`src/rtl/t_switch_alloc_pkg.sv`:
```
// Shared constants, route encoding and source-mapping helper for the t-switch allocator.
package t_switch_alloc_pkg;

    localparam int unsigned NUM_DIR = 3;
    localparam int unsigned NUM_VC  = 2;
    localparam int unsigned DIR_W   = 2;

    localparam logic [DIR_W-1:0] DIR_L  = 2'd0;
    localparam logic [DIR_W-1:0] DIR_R  = 2'd1;
    localparam logic [DIR_W-1:0] DIR_U0 = 2'd2;

    typedef enum logic [1:0] {
        ROUTE_L   = 2'b00,
        ROUTE_R   = 2'b01,
        ROUTE_U0  = 2'b10,
        ROUTE_ILL = 2'b11
    } t_route_e;

    // Input direction feeding output o through which_dir select s.
    function automatic logic [DIR_W-1:0] src_of(input logic [DIR_W-1:0] o, input logic s);
        case (o)
            DIR_L:   return s ? DIR_U0 : DIR_R;
            DIR_R:   return s ? DIR_U0 : DIR_L;
            default: return s ? DIR_R  : DIR_L;
        endcase
    endfunction

endpackage

```
`src/rtl/t_switch_alloc_if.sv`:
```
// Request/grant/select/credit bundle between the allocator and its surroundings.
interface t_switch_alloc_if;
    import t_switch_alloc_pkg::*;

    logic [NUM_DIR-1:0][NUM_VC-1:0]            in_valid;
    logic [NUM_DIR-1:0][NUM_VC-1:0][DIR_W-1:0] in_route;
    logic [NUM_DIR-1:0][NUM_VC-1:0]            in_grant;
    logic [NUM_DIR-1:0]                        which_vc;
    logic [NUM_DIR-1:0]                        which_dir;
    logic [NUM_DIR-1:0]                        out_valid;
    logic [NUM_DIR-1:0]                        out_vc;
    logic [NUM_DIR-1:0][NUM_VC-1:0]            credit_ret;
    logic                                      err;

    modport slave (
        input  in_valid, in_route, credit_ret,
        output in_grant, which_vc, which_dir, out_valid, out_vc, err
    );

    modport master (
        output in_valid, in_route, credit_ret,
        input  in_grant, which_vc, which_dir, out_valid, out_vc, err
    );

endinterface

```
`src/rtl/t_switch_alloc_rr_arb2.sv`:
```
// Two-requester round-robin arbiter; pointer moves past the winner only when i_upd is set.
module t_switch_alloc_rr_arb2 (
    input  logic       clk,
    input  logic       rst_n,
    input  logic [1:0] i_req,
    input  logic       i_upd,
    output logic [1:0] o_grant_c
);

    logic r_ptr;
    logic w_alt;

    assign w_alt = ~r_ptr;

    always_comb begin : grant_pick
        o_grant_c = 2'b00;
        if (i_req[r_ptr]) begin
            o_grant_c[r_ptr] = 1'b1;
        end else if (i_req[w_alt]) begin
            o_grant_c[w_alt] = 1'b1;
        end
    end

    always_ff @(posedge clk or negedge rst_n) begin : ptr_reg
        if (!rst_n) begin
            r_ptr <= 1'b0;
        end else if (i_upd) begin
            r_ptr <= ~o_grant_c[1];
        end
    end

endmodule

```
`src/rtl/t_switch_alloc.sv`:
```
// Separable input-first round-robin VC/switch allocator with downstream credit tracking.
module t_switch_alloc
    import t_switch_alloc_pkg::*;
#(
    parameter int unsigned CREDITS = 4
) (
    input  logic              clk,
    input  logic              rst_n,
    t_switch_alloc_if.slave   bus
);

    localparam int unsigned      CNT_W    = $clog2(CREDITS + 1);
    localparam logic [CNT_W-1:0] CRED_MAX = CNT_W'(CREDITS);

    logic                                       r_run;
    logic                                       r_err;
    logic [NUM_DIR-1:0][NUM_VC-1:0][CNT_W-1:0]  r_credit;
    logic [NUM_DIR-1:0][NUM_VC-1:0][CNT_W-1:0]  w_credit_nxt;
    logic                                       w_ovf;
    logic                                       w_err_set;
    logic [NUM_VC-1:0][3:0]                     w_cok;
    logic [NUM_DIR-1:0][NUM_VC-1:0]             w_valid;
    logic [NUM_DIR-1:0][NUM_VC-1:0]             w_elig;
    logic [NUM_DIR-1:0][NUM_VC-1:0]             w_s1_gnt;
    logic [NUM_DIR-1:0][NUM_VC-1:0]             w_grant;
    logic [NUM_DIR-1:0]                         w_pick;
    logic [NUM_DIR-1:0]                         w_pick_vc;
    logic [NUM_DIR-1:0][DIR_W-1:0]              w_pick_route;
    logic [NUM_DIR-1:0]                         w_ip_upd;
    logic [NUM_DIR-1:0][1:0]                    w_s2_req;
    logic [NUM_DIR-1:0][1:0]                    w_s2_gnt;
    logic [NUM_DIR-1:0]                         w_out_valid;
    logic [NUM_DIR-1:0]                         w_out_vc;
    logic [NUM_DIR-1:0]                         w_out_dir;

    // Credit availability per VC, indexed by route code (code 3 never has credit).
    always_comb begin : credit_ok
        w_cok = '0;
        for (int v = 0; v < 2; v++) begin
            for (int o = 0; o < 3; o++) begin
                w_cok[v][o] = (r_credit[o][v] != '0);
            end
        end
    end

    // Requests are ignored until the first edge after reset release.
    always_comb begin : eligibility
        w_valid   = '0;
        w_elig    = '0;
        w_err_set = 1'b0;
        for (int d = 0; d < 3; d++) begin
            for (int v = 0; v < 2; v++) begin
                w_valid[d][v] = bus.in_valid[d][v] & r_run;
                if (w_valid[d][v]) begin
                    if (bus.in_route[d][v] == ROUTE_ILL || bus.in_route[d][v] == 2'(d)) begin
                        w_err_set = 1'b1;
                    end else begin
                        w_elig[d][v] = w_cok[v][bus.in_route[d][v]];
                    end
                end
            end
        end
    end

    for (genvar d = 0; d < 3; d++) begin : g_in
        t_switch_alloc_rr_arb2 u_vc_arb (
            .clk       (clk),
            .rst_n     (rst_n),
            .i_req     (w_elig[d]),
            .i_upd     (w_ip_upd[d]),
            .o_grant_c (w_s1_gnt[d])
        );
        assign w_pick[d]       = |w_s1_gnt[d];
        assign w_pick_vc[d]    = w_s1_gnt[d][1];
        assign w_pick_route[d] = bus.in_route[d][w_s1_gnt[d][1]];
        assign w_ip_upd[d]     = |w_grant[d];
    end

    for (genvar o = 0; o < 3; o++) begin : g_out
        localparam logic [DIR_W-1:0] S0 = src_of(2'(o), 1'b0);
        localparam logic [DIR_W-1:0] S1 = src_of(2'(o), 1'b1);

        assign w_s2_req[o] = {w_pick[S1] && (w_pick_route[S1] == 2'(o)),
                              w_pick[S0] && (w_pick_route[S0] == 2'(o))};

        t_switch_alloc_rr_arb2 u_src_arb (
            .clk       (clk),
            .rst_n     (rst_n),
            .i_req     (w_s2_req[o]),
            .i_upd     (w_out_valid[o]),
            .o_grant_c (w_s2_gnt[o])
        );

        assign w_out_valid[o] = |w_s2_gnt[o];
        assign w_out_dir[o]   = w_s2_gnt[o][1];
        assign w_out_vc[o]    = w_s2_gnt[o][1] ? w_pick_vc[S1] : (w_s2_gnt[o][0] & w_pick_vc[S0]);
    end

    // Map each stage-2 winner back to its (input, VC) pop.
    always_comb begin : grant_map
        w_grant = '0;
        for (int o = 0; o < 3; o++) begin
            for (int s = 0; s < 2; s++) begin
                if (w_s2_gnt[o][s]) begin
                    w_grant[src_of(2'(o), 1'(s))][w_pick_vc[src_of(2'(o), 1'(s))]] = 1'b1;
                end
            end
        end
    end

    always_comb begin : credit_next
        w_credit_nxt = r_credit;
        w_ovf        = 1'b0;
        for (int o = 0; o < 3; o++) begin
            for (int v = 0; v < 2; v++) begin
                if ((w_out_valid[o] && (w_out_vc[o] == 1'(v))) && !bus.credit_ret[o][v]) begin
                    w_credit_nxt[o][v] = r_credit[o][v] - CNT_W'(1);
                end else if (bus.credit_ret[o][v] && !(w_out_valid[o] && (w_out_vc[o] == 1'(v)))) begin
                    if (r_credit[o][v] == CRED_MAX) begin
                        w_ovf = 1'b1;
                    end else begin
                        w_credit_nxt[o][v] = r_credit[o][v] + CNT_W'(1);
                    end
                end
            end
        end
    end

    always_ff @(posedge clk or negedge rst_n) begin : state_reg
        if (!rst_n) begin
            r_run    <= 1'b0;
            r_err    <= 1'b0;
            r_credit <= {(NUM_DIR*NUM_VC){CRED_MAX}};
        end else begin
            r_run    <= 1'b1;
            r_credit <= w_credit_nxt;
            if (w_err_set || w_ovf) begin
                r_err <= 1'b1;
            end
        end
    end

    assign bus.in_grant  = w_grant;
    assign bus.which_vc  = w_pick_vc;
    assign bus.which_dir = w_out_dir;
    assign bus.out_valid = w_out_valid;
    assign bus.out_vc    = w_out_vc;
    assign bus.err       = r_err;

endmodule

```
`src/flat_wrapper.sv`:
```
// flat-port wrapper written by rule: the top's interface ports become plain ports
module t_switch_alloc_flat import t_switch_alloc_pkg::*;
#(
    parameter int unsigned CREDITS = 4
)
  (clk, rst_n, bus_in_valid, bus_in_route, bus_credit_ret, bus_in_grant, bus_which_vc, bus_which_dir, bus_out_valid, bus_out_vc, bus_err);
  t_switch_alloc_if bus_i ();
  input  logic clk;
  input  logic rst_n;
  input wire logic [$bits(bus_i.in_valid)-1:0] bus_in_valid;
  input wire logic [$bits(bus_i.in_route)-1:0] bus_in_route;
  input wire logic [$bits(bus_i.credit_ret)-1:0] bus_credit_ret;
  output wire logic [$bits(bus_i.in_grant)-1:0] bus_in_grant;
  output wire logic [$bits(bus_i.which_vc)-1:0] bus_which_vc;
  output wire logic [$bits(bus_i.which_dir)-1:0] bus_which_dir;
  output wire logic [$bits(bus_i.out_valid)-1:0] bus_out_valid;
  output wire logic [$bits(bus_i.out_vc)-1:0] bus_out_vc;
  output wire logic [$bits(bus_i.err)-1:0] bus_err;
  assign bus_i.in_valid = bus_in_valid;
  assign bus_i.in_route = bus_in_route;
  assign bus_i.credit_ret = bus_credit_ret;
  assign bus_in_grant = bus_i.in_grant;
  assign bus_which_vc = bus_i.which_vc;
  assign bus_which_dir = bus_i.which_dir;
  assign bus_out_valid = bus_i.out_valid;
  assign bus_out_vc = bus_i.out_vc;
  assign bus_err = bus_i.err;
  t_switch_alloc #(.CREDITS(CREDITS)) u_core (.clk(clk), .rst_n(rst_n), .bus(bus_i));
endmodule
```
`config.mk`:
```
export PLATFORM = sky130hd
export DESIGN_NAME = t_switch_alloc_flat
export DESIGN_NICKNAME = d
export VERILOG_FILES = /design/src/rtl/t_switch_alloc_pkg.sv /design/src/rtl/t_switch_alloc_if.sv /design/src/rtl/t_switch_alloc_rr_arb2.sv /design/src/rtl/t_switch_alloc.sv /design/src/flat_wrapper.sv
export SDC_FILE = /design/constraint.sdc
export NUM_CORES = 1
export LEC_CHECK = 0
export CORE_MARGIN = 4
export CORE_UTILIZATION = 45
export CTS_CLUSTER_SIZE = 20
export DETAILED_ROUTE_END_ITERATION = 16
export GPL_TIMING_DRIVEN = 0
export HOLD_SLACK_MARGIN = 0.03
export PLACE_DENSITY = 0.8
export SYNTH_ARGS = -nofsm -noshare
export SYNTH_HDL_FRONTEND = slang
export SYNTH_SLANG_ARGS = --single-unit
export TNS_END_PERCENT = 50
```
`constraint.sdc`:
```
create_clock -name clk -period 2.89 [get_ports clk]
set_clock_uncertainty 0.05 [all_clocks]
set_input_delay 0.578 -clock clk [delete_from_list [all_inputs] [get_ports clk]]
set_output_delay 0.578 -clock clk [all_outputs]
set_load 0.01 [all_outputs]
```
==> results of run 1 <==
==> how the worst min path moves through the flow <==
stage                                          to  slack [ps]  cells after the start
floorplan                          u_core.bus.err         230                      0
global placement                   u_core.bus.err         430                      2
detailed placement                 u_core.bus.err         450                      2
CTS                                u_core.bus.err         480                      2
global route        u_core.g_in[1].u_vc_arb.r_ptr         550                      1
finish              u_core.g_in[1].u_vc_arb.r_ptr         530                      1
==> cells by family after synthesis <==
logic type,after synthesis,share of synthesized area [%]
compound gates,85,26.49
fa+ha+maj,18,10.90
buf+inv,52,8.476
other cells,1,0.1512
mux,3,1.513
simple gates,98,24.52
flops,26,26.54
xor+xnor,4,1.413
==> synth_stat cells (all sizes together) (2+ instances only) <==
cell type  number  share of area (%)
a2111oi         2               0.71
a211oi          3                1.1
a21oi          15                3.2
a221oi          6                2.8
a22oi           4                1.4
a2bb2oi         3                1.6
a311o           2               0.81
a31oi           6                1.5
and2            2               0.50
and3b           3                1.1
and4bb          2                1.0
buf             6                1.5
dfrtp          20                 20
dfstp           6                6.4
fa              6                4.8
ha             12                6.1
inv            44                6.7
mux2            3                1.5
nand2          14                2.1
nand2b          2               0.50
nand3           4               0.81
nand3b          3               0.91
nand4           4                1.0
nand4b          4                1.4
nand4bb         2               0.91
nor2           24                3.7
nor3           13                3.2
nor4            5                1.8
nor4b           3                1.1
o211ai          4                1.2
o21a            4                1.2
o21ai          17                3.6
o22ai           5                1.8
o31ai           6                2.0
or2             4                1.0
or3             6                2.0
xor2            3                1.1
==> state kept, by name (all words and copies together), names as in the netlist <==
signal,count
u_core.bus.err,1
u_core.r_credit,18
u_core.r_run,1
u_core.g_in.u_vc_arb.r_ptr,3
u_core.g_out.u_src_arb.r_ptr,3
==> power by group through the flow <==
stage               registers [mW]  clock network [mW]  logic, mW
finish                       0.889               0.253       1.72
detailed placement           0.768                   0       1.15
global route                 0.915               0.271       1.85
floorplan                    0.722                   0      0.874
CTS                          0.857               0.251       1.41
global placement             0.761                   0       1.10
==> stage by stage <==
step	setup WS, ps	total power, mW	std cells	cell area (um2)	hold WS [ps]
CTS	-141.5	2.521	444	3701	475.6
floorplan	-48.40	1.596	287	2541	232.4
global route	-443.9	3.033	461	3970	553.4
detailed placement	-946.5	1.920	401	3069	449.1
finish	-261.8	2.859	461	3970	534.8
global placement	-914.6	1.862	401	3069	433.3
==> area by class of cell <==
| cell class | instances | area [um2] |
|---|---|---|
| clock buffer | 4 | 55.05 |
| fill | 311 | 1267 |
| timing repair buffer | 102 | 819.5 |
| inverter | 45 | 173.9 |
| buffer | 5 | 37.54 |
| tap | 70 | 87.58 |
| sequential | 26 | 665.6 |
| multi-input combinational | 209 | 2131 |
==> critical path, stage by stage (launching register included) <==
cell and delay [ps]:
dfrtp_2 490, nor4_4 310, buf_4 200, o311ai_4 130, o21a_1 140, or4_4 570, inv_2 100, ha_4 160
inv_4 40, fa_2 400, a2111oi_4 220, a21oi_1 70, nor2_1 140, a221oi_2 60
==> routing by layer <==
metal  GRT usage [%]  up-vias  share of wire, %
met4           15.61        0               5.4
li1                -     1256                 -
met3           4.338       51               6.2
met1           30.66     1397                37
met2           47.20      174                51
met5               0        -                 0
==> repair_timing <==
action | 4_1_cts | 5_1_grt
gates cloned | 0 | 0
setup endpoints to repair | 36 | 31
pin swaps | 37 | 28
setup buffers | 41 | 17
resized for setup | 143 | 42
hold buffers | 0 | 0
==> impl_results.md, run 1 <==
* Post-synthesis cell type count at 70
* I/O Buffers at 44
* Critical R2R Capture: u_core.r_credit[5]
* Critical Path Sink: u_core.r_credit[5]
* Cell area after synthesis at 2480 um2
* Slew @ Worst Pin at 1263 ps
* Fmax at 317.3 MHz
* Htree depth at 1
* Worst endpoint data arrival time at 3320 ps
* Layout Utilization at 75.80%
* Clk sinks at 26
* WL per Instance at 20.84 um
* Core area at 5238 um2
* Final worst slack at -261.8 ps
* Post-synth EDFFs at 0
* Final Cycle Share at 109.1%
* Worst setup EP type: flop
* Int Power at 1.485 mW
* First-pass GRT wire length at 14.03 mm
* Root Driver: clkbuf_8
* Crit path kind: flop to flop
* # IOs at 45
* Psw at ~1.4 mW
* GP Congestion at 0.8752
* First-pass iteration count of the detailed router at 5
* Remaining Overflow, GRT at 0
* Leading cell type in the layout, fill and taps excluded: buf_4
* Hold Path Origin: u_core.g_in[1].u_vc_arb.r_ptr
* Hold WC Path Type: flop to flop
* Top FF cell, synth: dfrtp_1
* Crit-path max FO at 6
* Reg2Reg Launch Point: u_core.r_credit[0]
* Via density at 6.243
* Clock transition at path regs at 100 ps
* DRC errors left at 0
* Die area at 6763 um2
* Crit. Startpoint: u_core.r_credit[0]
* Crit start category: flop
* Initial DRC Count at 194
* Nets@finish at about 440
* Yosys reg bits at 26
* Status: finished, violations left
* Initial Util at ~47%
* CTS tree: done
* P_leak at 1.664 nW
* Die Wd at between 80 and 90 um
* Max clock buf depth at 2
* Die H at 82.24 um
* Final setup vio count at 25
* Tmin final at 3152 ps
* Total track usage at 26.91%
* Fin. Hold Viols at 0
* CTS Buf Count at 3
* Share of cells above drive strength 1 at 47.57%
* Area growth from synthesis to layout at 60.09%
* R2r setup slk at -260 ps
* Final wirelength at around 9.6 mm
* Mapped Nets at 331
* Share of power burned in registers at between 30% and 40%
* Number of diodes at 0
* Power density over cell area at roughly 720 nW/um2
* Clock share of power at ~9%
* R2R depth at 13
* DPL Wire Length at roughly 5 mm
* Synth async-reset ratio at 100.0%
* Largest net degree at the start of global routing at 27
* Max-Slew Margin vs Limit at 15.56%
* RSZ-0062 raised after global routing: true
* Comb pwr share at between 60% and 70%
* TNS Setup at -2875 ps
* Max_cap viols at 0
* Required time of the critical path at 3060 ps
* Seq/Total Area, Yosys at between 20% and 30%
* Maximum VDD drop at 0.5105 mV
* Mapped Cells at 287
* Routed Antenna Nets at 0
* Synthesized area per cell at 8.641 um2
* Yosys synthesis warning count at 0
* Clock latency on the worst-skew pair at 290 ps
* Most frequent cells in the layout: 55 x buf_4, 37 x inv_1, 21 x nor2_1
* Final Max Tran Viols at 0
* Vias in the first global route at 2821
* Failing checks: negative setup slack
* Via count at 2878
* Initial antenna violation count at 0
* Sw frac at 48.08%
* Rows at 26
No activity file was read; power rests on OpenSTA's default activity.
==> run 2: changes to the inputs <==
--- a/config.mk
+++ b/config.mk
@@ -7,8 +7,10 @@
 export LEC_CHECK = 0
 export CORE_MARGIN = 4
 export CORE_UTILIZATION = 45
+export CTS_BUF_LIST = sky130_fd_sc_hd__clkbuf_4
 export CTS_CLUSTER_SIZE = 20
 export DETAILED_ROUTE_END_ITERATION = 16
+export GPL_ROUTABILITY_DRIVEN = 0
 export GPL_TIMING_DRIVEN = 0
 export HOLD_SLACK_MARGIN = 0.03
 export PLACE_DENSITY = 0.8
==> run 2 against run 1 <==
Effect of this change:
- the flow still finishes with violations (negative setup slack)
- routed wire length increased by 14%
- sequential share of layout area decreased by 0.55 points
- via count increased by 6.8%
- hold slack got worse by 380 ps
- count of clock-buffer cells in the layout decreased by 1
- register-to-register slack about the same
- clock power decreased by 29%
- first-iteration DRC count increased by 55%
- maximum frequency decreased by 1.9%
==> impl_results.md, run 2 (synthesis results as in run 1) <==
* Maximum VDD drop at 0.5835 mV (was 0.5105 mV)
* Leading cell type in the layout, fill and taps excluded: buf_4 (unchanged)
* Final Cycle Share at 111.2% (was 109.1%)
* Crit start category: flop (unchanged)
* Failing checks: negative setup slack (unchanged)
* CTS Buf Count at 3 (unchanged)
* Worst setup EP type: output pin (was flop)
* Root Driver: clkbuf_4 (was clkbuf_8)
* Sw frac at 49.26% (was 48.08%)
* Placed Area at 3069 um2 (unchanged)
* CP delay by family, top: simple AND/OR/NAND/NOR gates (unchanged)
* Fin area at 4111 um2 (was 3970 um2)
* Grt peak-use layer: met2 (unchanged)
* Number of diodes at 0 (unchanged)
* Nets@finish at 448 (was 436)
* First-pass GRT wire length at 13.67 mm (was 14.03 mm)
* # IOs at 45 (unchanged)
* Crit-path slowest cell: dfrtp_2 (was or4_4)
* Clk sinks at 26 (unchanged)
* Die H at 82.24 um (unchanged)
* Max-Slew Margin vs Limit at 56.68% (was 15.56%)
* Slew @ Worst Pin at 649.8 ps (was 1263 ps)
* Fmax at 311.2 MHz (was 317.3 MHz)
* Crit-path max FO at 4 (was 6)
* Comb pwr share at 66.2% (was 60.1%)
* Met1 Track Usage GR at 30.29% (was 30.66%)
* Register with the most flip-flops: u_core.r_credit (unchanged)
* Initial Util at 47.35% (unchanged)
* I/O Buffers at 44 (unchanged)
* Total track usage at 26.31% (was 26.91%)
* Power density over cell area at 738.7 nW/um2 (was 720.2 nW/um2)
* Routing usage on met2 at 45.83% (was 47.20%)
* Die Wd at 82.24 um (unchanged)
* Remaining Overflow, GRT at 0 (unchanged)
* Rows at 26 (unchanged)
* Int Power at 1.541 mW (was 1.485 mW)
* CTS tree: done (unchanged)
* Share of power burned in registers at 27.9% (was 31.1%)
* Tmin final at 3213 ps (was 3152 ps)
* Initial DRC Count at 301 (was 194)
* Clock share of power at 5.9% (was 8.9%)
* CP Buf/Inv Count at 3 (unchanged)
* Clock latency on the worst-skew pair at 360 ps (was 290 ps)
* Via count at 3074 (was 2878)
* Worst path max stage delay at 460 ps (was 570 ps)
* Area growth from synthesis to layout at 65.79% (was 60.09%)
* Layout Utilization at 78.50% (was 75.80%)
* Via density at 6.499 (was 6.243)
* DRC errors left at 0 (unchanged)
* Crit path kind: flop to output pin (was flop to flop)
* Max FFs per register at 18 (unchanged)
* GR Util met3 at 4.664% (was 4.338%)
* Fin. Hold Viols at 0 (unchanged)
* Final setup vio count at 27 (was 25)
* Number of cells on the critical path at 9 (was 13)
* WL per Instance at 23.20 um (was 20.84 um)
* Final cell count without fillers at 473 (was 461)
* DPL Wire Length at 4.938 mm (unchanged)
* Most frequent cells in the layout: 52 x buf_4, 32 x inv_1, 27 x buf_6 (was 55 x buf_4, 37 x inv_1, 21 x nor2_1)
* Share of cells above drive strength 1 at 52.36% (was 47.57%)
* Routed Antenna Nets at 0 (unchanged)
* Cells after DPL at 401 (unchanged)
* RSZ-0062 raised after global routing: true (unchanged)
* First-pass iteration count of the detailed router at 9 (was 5)
* Worst endpoint data arrival time at 2590 ps (was 3320 ps)
* Largest net degree at the start of global routing at 27 (unchanged)
* Required time of the critical path at 2260 ps (was 3060 ps)
* # hold bufs at CTS at 0 (unchanged)
* Max_cap viols at 0 (unchanged)
* CP cell instances: or3_4, a221oi_4, buf_6, buf_4, a2bb2oi_2, o22ai_4, nor2b_4, nor2_1, buf_2 (was nor4_4, buf_4, o311ai_4, o21a_1, or4_4, inv_2, ha_4, inv_4, fa_2, a2111oi_4, a21oi_1, nor2_1, a221oi_2)
* Final worst slack at -323.5 ps (was -261.8 ps)
* Final Max Tran Viols at 0 (unchanged)
* Hold WC Path Type: primary input to async pin (was flop to flop)
* Largest regs: u_core.r_credit: 18 flops, u_core.g_in.u_vc_arb.r_ptr: 3 flops, u_core.g_out.u_src_arb.r_ptr: 3 flops (unchanged)
* Max clock buf depth at 2 (unchanged)
* Clock transition at path regs at 170 ps (was 100 ps)
* Core area at 5238 um2 (unchanged)
* Status: finished, violations left (unchanged)
* Die area at 6763 um2 (unchanged)
* Initial antenna violation count at 0 (unchanged)
* R2R depth at 14 (was 13)
* Psw at 1.496 mW (was 1.375 mW)
* Htree depth at 1 (unchanged)
* Vias in the first global route at 2838 (was 2821)
* TNS Setup at -4888 ps (was -2875 ps)
* P_leak at 1.732 nW (was 1.664 nW)
* Final wirelength at 10.97 mm (was 9.605 mm)
-- run 2: cell count changes in the layout (fill, tap and decap cells not counted), sizes merged --
cell           before  now
clkdlybuf4s50       8    7
dlygate4sd2        16   15
buf                75   93
clkbuf              8    5
clkdlybuf4s15       4    2
inv                44   45
-- run 2: worst paths after layout --
kind                                     from  slack, ps             endpoint
min reg2reg                    u_core.bus.err        530       u_core.bus.err
min in group clk               u_core.bus.err        530       u_core.bus.err
max                        u_core.r_credit[7]       -320      bus_in_grant[4]
max in group asynchronous               rst_n       2140   u_core.r_credit[7]
min                                     rst_n        160  u_core.r_credit[10]
max reg2reg                u_core.r_credit[7]       -260   u_core.r_credit[8]
-- run 2: worst reg2reg max path: stages, from the launching register on --
cell       delay [ps]
dfrtp_2           460
or3_4             440
buf_4             160
nand3b_1          190
a2bb2oi_2         240
o22ai_4           120
buf_6             150
o22ai_4           140
ha_2              230
inv_2              70
fa_2              340
buf_4             150
a21oi_1           180
o21ai_1           110
o31ai_2            70
-- run 2: routing by layer --
metal	vias up	part of all wire, %
met4	0	6.8
met3	77	8.3
met2	226	49
met5	-	0
li1	1282	-
met1	1489	36
-- run 2: what timing repair did --
item / in CTS / in global routing
hold endpoints to repair: 0 / 0
endpoints found under the setup margin: 34 / 32
pin swaps: 38 / 25
setup buffers: 52 / 19
gates resized for setup: 155 / 69
-- run 2: through the flow --
| stage | hold WS (ps) | power (mW) | worst slack [ps] |
|---|---|---|---|
| CTS | 480.6 | 2.542 | -132.0 |
| detailed placement | 449.1 | 1.920 | -946.5 |
| global route | 191.8 | 3.177 | -385.6 |
| global placement | 433.3 | 1.862 | -914.6 |
| finish | 159.7 | 3.037 | -323.5 |
| floorplan | 232.4 | 1.596 | -48.40 |
-- run 2: power groups by stage --
stage	sequential (mW)	clock (mW)	combinational [mW]
floorplan	0.722	0	0.874
global placement	0.761	0	1.10
detailed placement	0.768	0	1.15
CTS	0.808	0.173	1.56
global route	0.861	0.190	2.13
finish	0.847	0.180	2.01
-- run 2: area by class of cell --
cell class	count	area [um2]
multi-input cells	209	2147
well taps	70	87.58
clock buffers	3	22.52
inverters	45	173.9
repair buffers	114	964.7
clock inverters	1	3.754
fillers	277	1126
plain buffers	5	45.04
flip-flops and latches	26	666.9
==> run 3: changes to the inputs <==
--- a/config.mk
+++ b/config.mk
@@ -13,8 +13,10 @@
 export GPL_ROUTABILITY_DRIVEN = 0
 export GPL_TIMING_DRIVEN = 0
 export HOLD_SLACK_MARGIN = 0.03
-export PLACE_DENSITY = 0.8
+export PLACE_DENSITY = 0.79
+export SLEW_MARGIN = 20
 export SYNTH_ARGS = -nofsm -noshare
 export SYNTH_HDL_FRONTEND = slang
+export SYNTH_HIERARCHICAL = 1
 export SYNTH_SLANG_ARGS = --single-unit
 export TNS_END_PERCENT = 50
==> constraint.sdc (replaced) <==
create_clock -name clk -period 3.8 [get_ports clk]
set_clock_uncertainty 0.05 [all_clocks]
set_input_delay 0.76 -clock clk [delete_from_list [all_inputs] [get_ports clk]]
set_output_delay 0.76 -clock clk [all_outputs]
set_load 0.01 [all_outputs]
==> run 3 against run 2 <==
Effect of this change:
- the run still ends with negative setup slack left
- clock power is 28% lower
- core utilization is 3.1 points lower
- sequential power fell by 35%
- sequential share of layout area increased by 3.2 points
- largest power group unchanged
==> impl_results.md, run 3 <==
* # IOs at 45 (unchanged)
* CTS tree: done (unchanged)
* Required time of the critical path at 2990 ps (was 2260 ps)
* Via density at 5.852 (was 6.499)
* Maximum VDD drop at 0.2213 mV (was 0.5835 mV)
* Number of diodes at 0 (unchanged)
* Initial Util at 48.08% (was 47.35%)
* Core area at 4504 um2 (was 5238 um2)
* Post-synth top area share at 23.11% (was 20.18%)
* DRC errors left at 0 (unchanged)
* Crit-path max FO at 5 (was 4)
* I/O Buffers at 44 (unchanged)
* List of most frequent post-synthesis cells: 40 x inv_1, 30 x nor2_1, 27 x nand2_1, 20 x dfrtp_1, 19 x o21ai_0 (was 42 x inv_1, 23 x nor2_1, 20 x dfrtp_1, 14 x a21oi_1, 14 x nand2_1)
* Most frequent cells in the layout: 36 x buf_4, 34 x inv_1, 26 x nor2_1 (was 52 x buf_4, 32 x inv_1, 27 x buf_6)
* Max clock buf depth at 2 (unchanged)
* Largest net degree at the start of global routing at 27 (unchanged)
* Remaining Overflow, GRT at 0 (unchanged)
* Failing checks: negative setup slack (unchanged)
* Layout Utilization at 75.39% (was 78.50%)
* Mapped Nets at 323 (was 331)
* Largest area contributor in the netlist: dfrtp_1 (unchanged)
* First-pass iteration count of the detailed router at 5 (was 9)
* Top-count cell post-synth: inv_1 (unchanged)
* Post-synth EDFFs at 0 (unchanged)
* DPL Wire Length at 4.274 mm (was 4.938 mm)
* RSZ-0062 raised after global routing: true (unchanged)
* Vias in the first global route at 2274 (was 2838)
* Synth area leaders: dfrtp_1 23%, dfstp_2 7.3%, ha_1 6.9% (was dfrtp_1 20%, dfstp_2 6.4%, inv_1 6.4%)
* Synthesized area per cell at 7.763 um2 (was 8.641 um2)
* Die Wd at 77.38 um (was 82.24 um)
* Total track usage at 21.52% (was 26.31%)
* Top FF cell, synth: dfrtp_1 (unchanged)
* Pre-CTS setup slack at -989.7 ps (was -946.5 ps)
* Clk sinks at 26 (unchanged)
* Register with the most flip-flops: u_core/r_credit (was u_core.r_credit)
* Rows at 24 (was 26)
* Yosys synthesis warning count at 6 (was 0)
* Fillers at 289 (was 277)
* Yosys reg bits at 26 (unchanged)
* Initial DRC Count at 198 (was 301)
* Final worst slack at -174.7 ps (was -323.5 ps)
* Hold WC Path Type: primary input to async pin (unchanged)
* Die H at 77.38 um (was 82.24 um)
* Root Driver: clkbuf_4 (unchanged)
* Htree depth at 1 (unchanged)
* Status: finished, violations left (unchanged)
* TNS Setup at -474.0 ps (was -4888 ps)
* Max_cap viols at 0 (unchanged)
* Final Cycle Share at 104.6%
* P_leak at 1.541 nW (was 1.732 nW)
* WL per Instance at 17.57 um (was 23.20 um)
* Cell area after synthesis at 2166 um2 (was 2480 um2)
* Post-synthesis cell type count at 40 (was 70)
* Mapped Cells at 279 (was 287)
* Slew @ Worst Pin at 606.6 ps (was 649.8 ps)
* Fmax at 251.6 MHz
* Nets@finish at 418 (was 448)
* Synth async-reset ratio at 100.0% (unchanged)
* Total Power at 1.494 mW (was 3.037 mW)
* Die area at 5987 um2 (was 6763 um2)
* Seq/Total Area, Yosys at 30.39% (was 26.54%)
* Share of cells above drive strength 1 at 35.92% (was 52.36%)
* Initial antenna violation count at 0 (unchanged)
* Area growth from synthesis to layout at 56.79% (was 65.79%)
* Clock latency on the worst-skew pair at 340 ps (was 360 ps)
* CTS Buf Count at 3 (unchanged)
* Worst endpoint data arrival time at 3160 ps (was 2590 ps)
* Power density over cell area at 439.9 nW/um2 (was 738.7 nW/um2)
* Tmin final at 3975 ps
* First-pass GRT wire length at 10.46 mm (was 13.67 mm)
* Leading cell type in the layout, fill and taps excluded: buf_4 (unchanged)
* Final wirelength at 7.467 mm (was 10.97 mm)
* R2r setup slk at -20 ps (was -260 ps)
* Final setup vio count at 6 (was 27)
* Largest regs: u_core/r_credit: 18 flops, u_core/g_in.u_vc_arb/r_ptr: 3 flops, u_core/g_out.u_src_arb/r_ptr: 3 flops (was u_core.r_credit: 18 flops, u_core.g_in.u_vc_arb.r_ptr: 3 flops, u_core.g_out.u_src_arb.r_ptr: 3 flops)
* Crit start category: flop (unchanged)
* Final Max Tran Viols at 0 (unchanged)
* Max-Slew Margin vs Limit at 59.56% (was 56.68%)
* Via count at 2487 (was 3074)
* Max FFs per register at 18 (unchanged)
* Worst setup EP type: output pin (unchanged)
* Area of the multi-input gates at 1685 um2 (was 2147 um2)
* Fin. Hold Viols at 0 (unchanged)
* Crit path kind: flop to output pin (unchanged)
* Clock transition at path regs at 160 ps (was 170 ps)
* Routed Antenna Nets at 0 (unchanged)
* Reg area at 659.4 um2 (was 666.9 um2)
[run 3: cell families (layout without fill, tap and decap cells)]
logic type | Yosys count | in the layout | share of synthesized area, %
compound gates | 80 | 80 | 23.11
xor+xnor | 1 | 1 | 0.4045
fa+ha+maj | 18 | 18 | 12.48
buf+inv | 42 | 136 | 7.279
flops | 26 | 26 | 30.39
mux | 1 | 1 | 0.5199
other cells | 1 | 1 | 0.1731
simple gates | 110 | 110 | 25.65
[run 3: layer usage]
layer | global-route usage (%) | up-vias | wire, um
met4 | 6.050 | 0 | 140
met5 | 0 | - | 0
met2 | 37.39 | 133 | 3724
li1 | - | 1157 | -
met1 | 28.38 | 1177 | 3118
met3 | 2.431 | 20 | 484
[run 3: timing repair]
action | 4_1_cts | 5_1_grt
gates resized for setup | 86 | 62
pin swaps | 13 | 23
endpoints found under the setup margin | 29 | 22
hold buffers | 0 | 0
buffers inserted | 32 | 16
[run 3: path summary, 6_finish.rpt]
check,start,to,cells past startpoint
min in group clk,u_core/r_credit[8],u_core/r_credit[8],2
worst max register to register,u_core/r_credit[2],u_core/r_credit[2],18
worst min-delay path,rst_n,u_core/g_out[0].u_src_arb/r_ptr,1
max in group asynchronous,rst_n,u_core/r_credit[0],1
worst min register to register,u_core/r_credit[8],u_core/r_credit[8],2
worst max-delay path,u_core/r_credit[2],bus_out_vc[0],13
[run 3: critical path, cell delays in order (launching register included)]
cell	delay, ps
dfstp_2	610
or3_4	140
o21ai_2	60
nor3_2	200
nand2b_1	120
and2_4	170
or4b_4	560
o31ai_4	90
nand2b_1	130
and2_4	180
buf_12	130
nor2b_4	130
a22o_1	170
buf_2	140
[run 3: area by class of cell]
class | count | area share (%)
multi-input combinational | 211 | 49.63
timing repair buffer | 91 | 23.29
sequential | 26 | 19.42
inverter | 41 | 4.974
tap | 52 | 1.916
clock buffer | 3 | 0.6632
clock inverter | 1 | 0.1105
[run 3: power by group]
group / internal [mW] / switching, mW / leakage [nW]
registers: 0.413 / 0.135 / 0.282
logic: 0.374 / 0.442 / 1.24
clock network: 0.0386 / 0.0908 / 0.0154
[run 3: per-stage QoR]
step | hold WS (ps) | cell area, um2 | instances
after floorplan | 414.4 | 2181 | 279
after global placement | 471.7 | 2686 | 375
after detailed placement | 478.7 | 2681 | 375
after CTS | 374.3 | 3098 | 410
after global routing | 387.5 | 3396 | 425
final | 353.5 | 3396 | 425
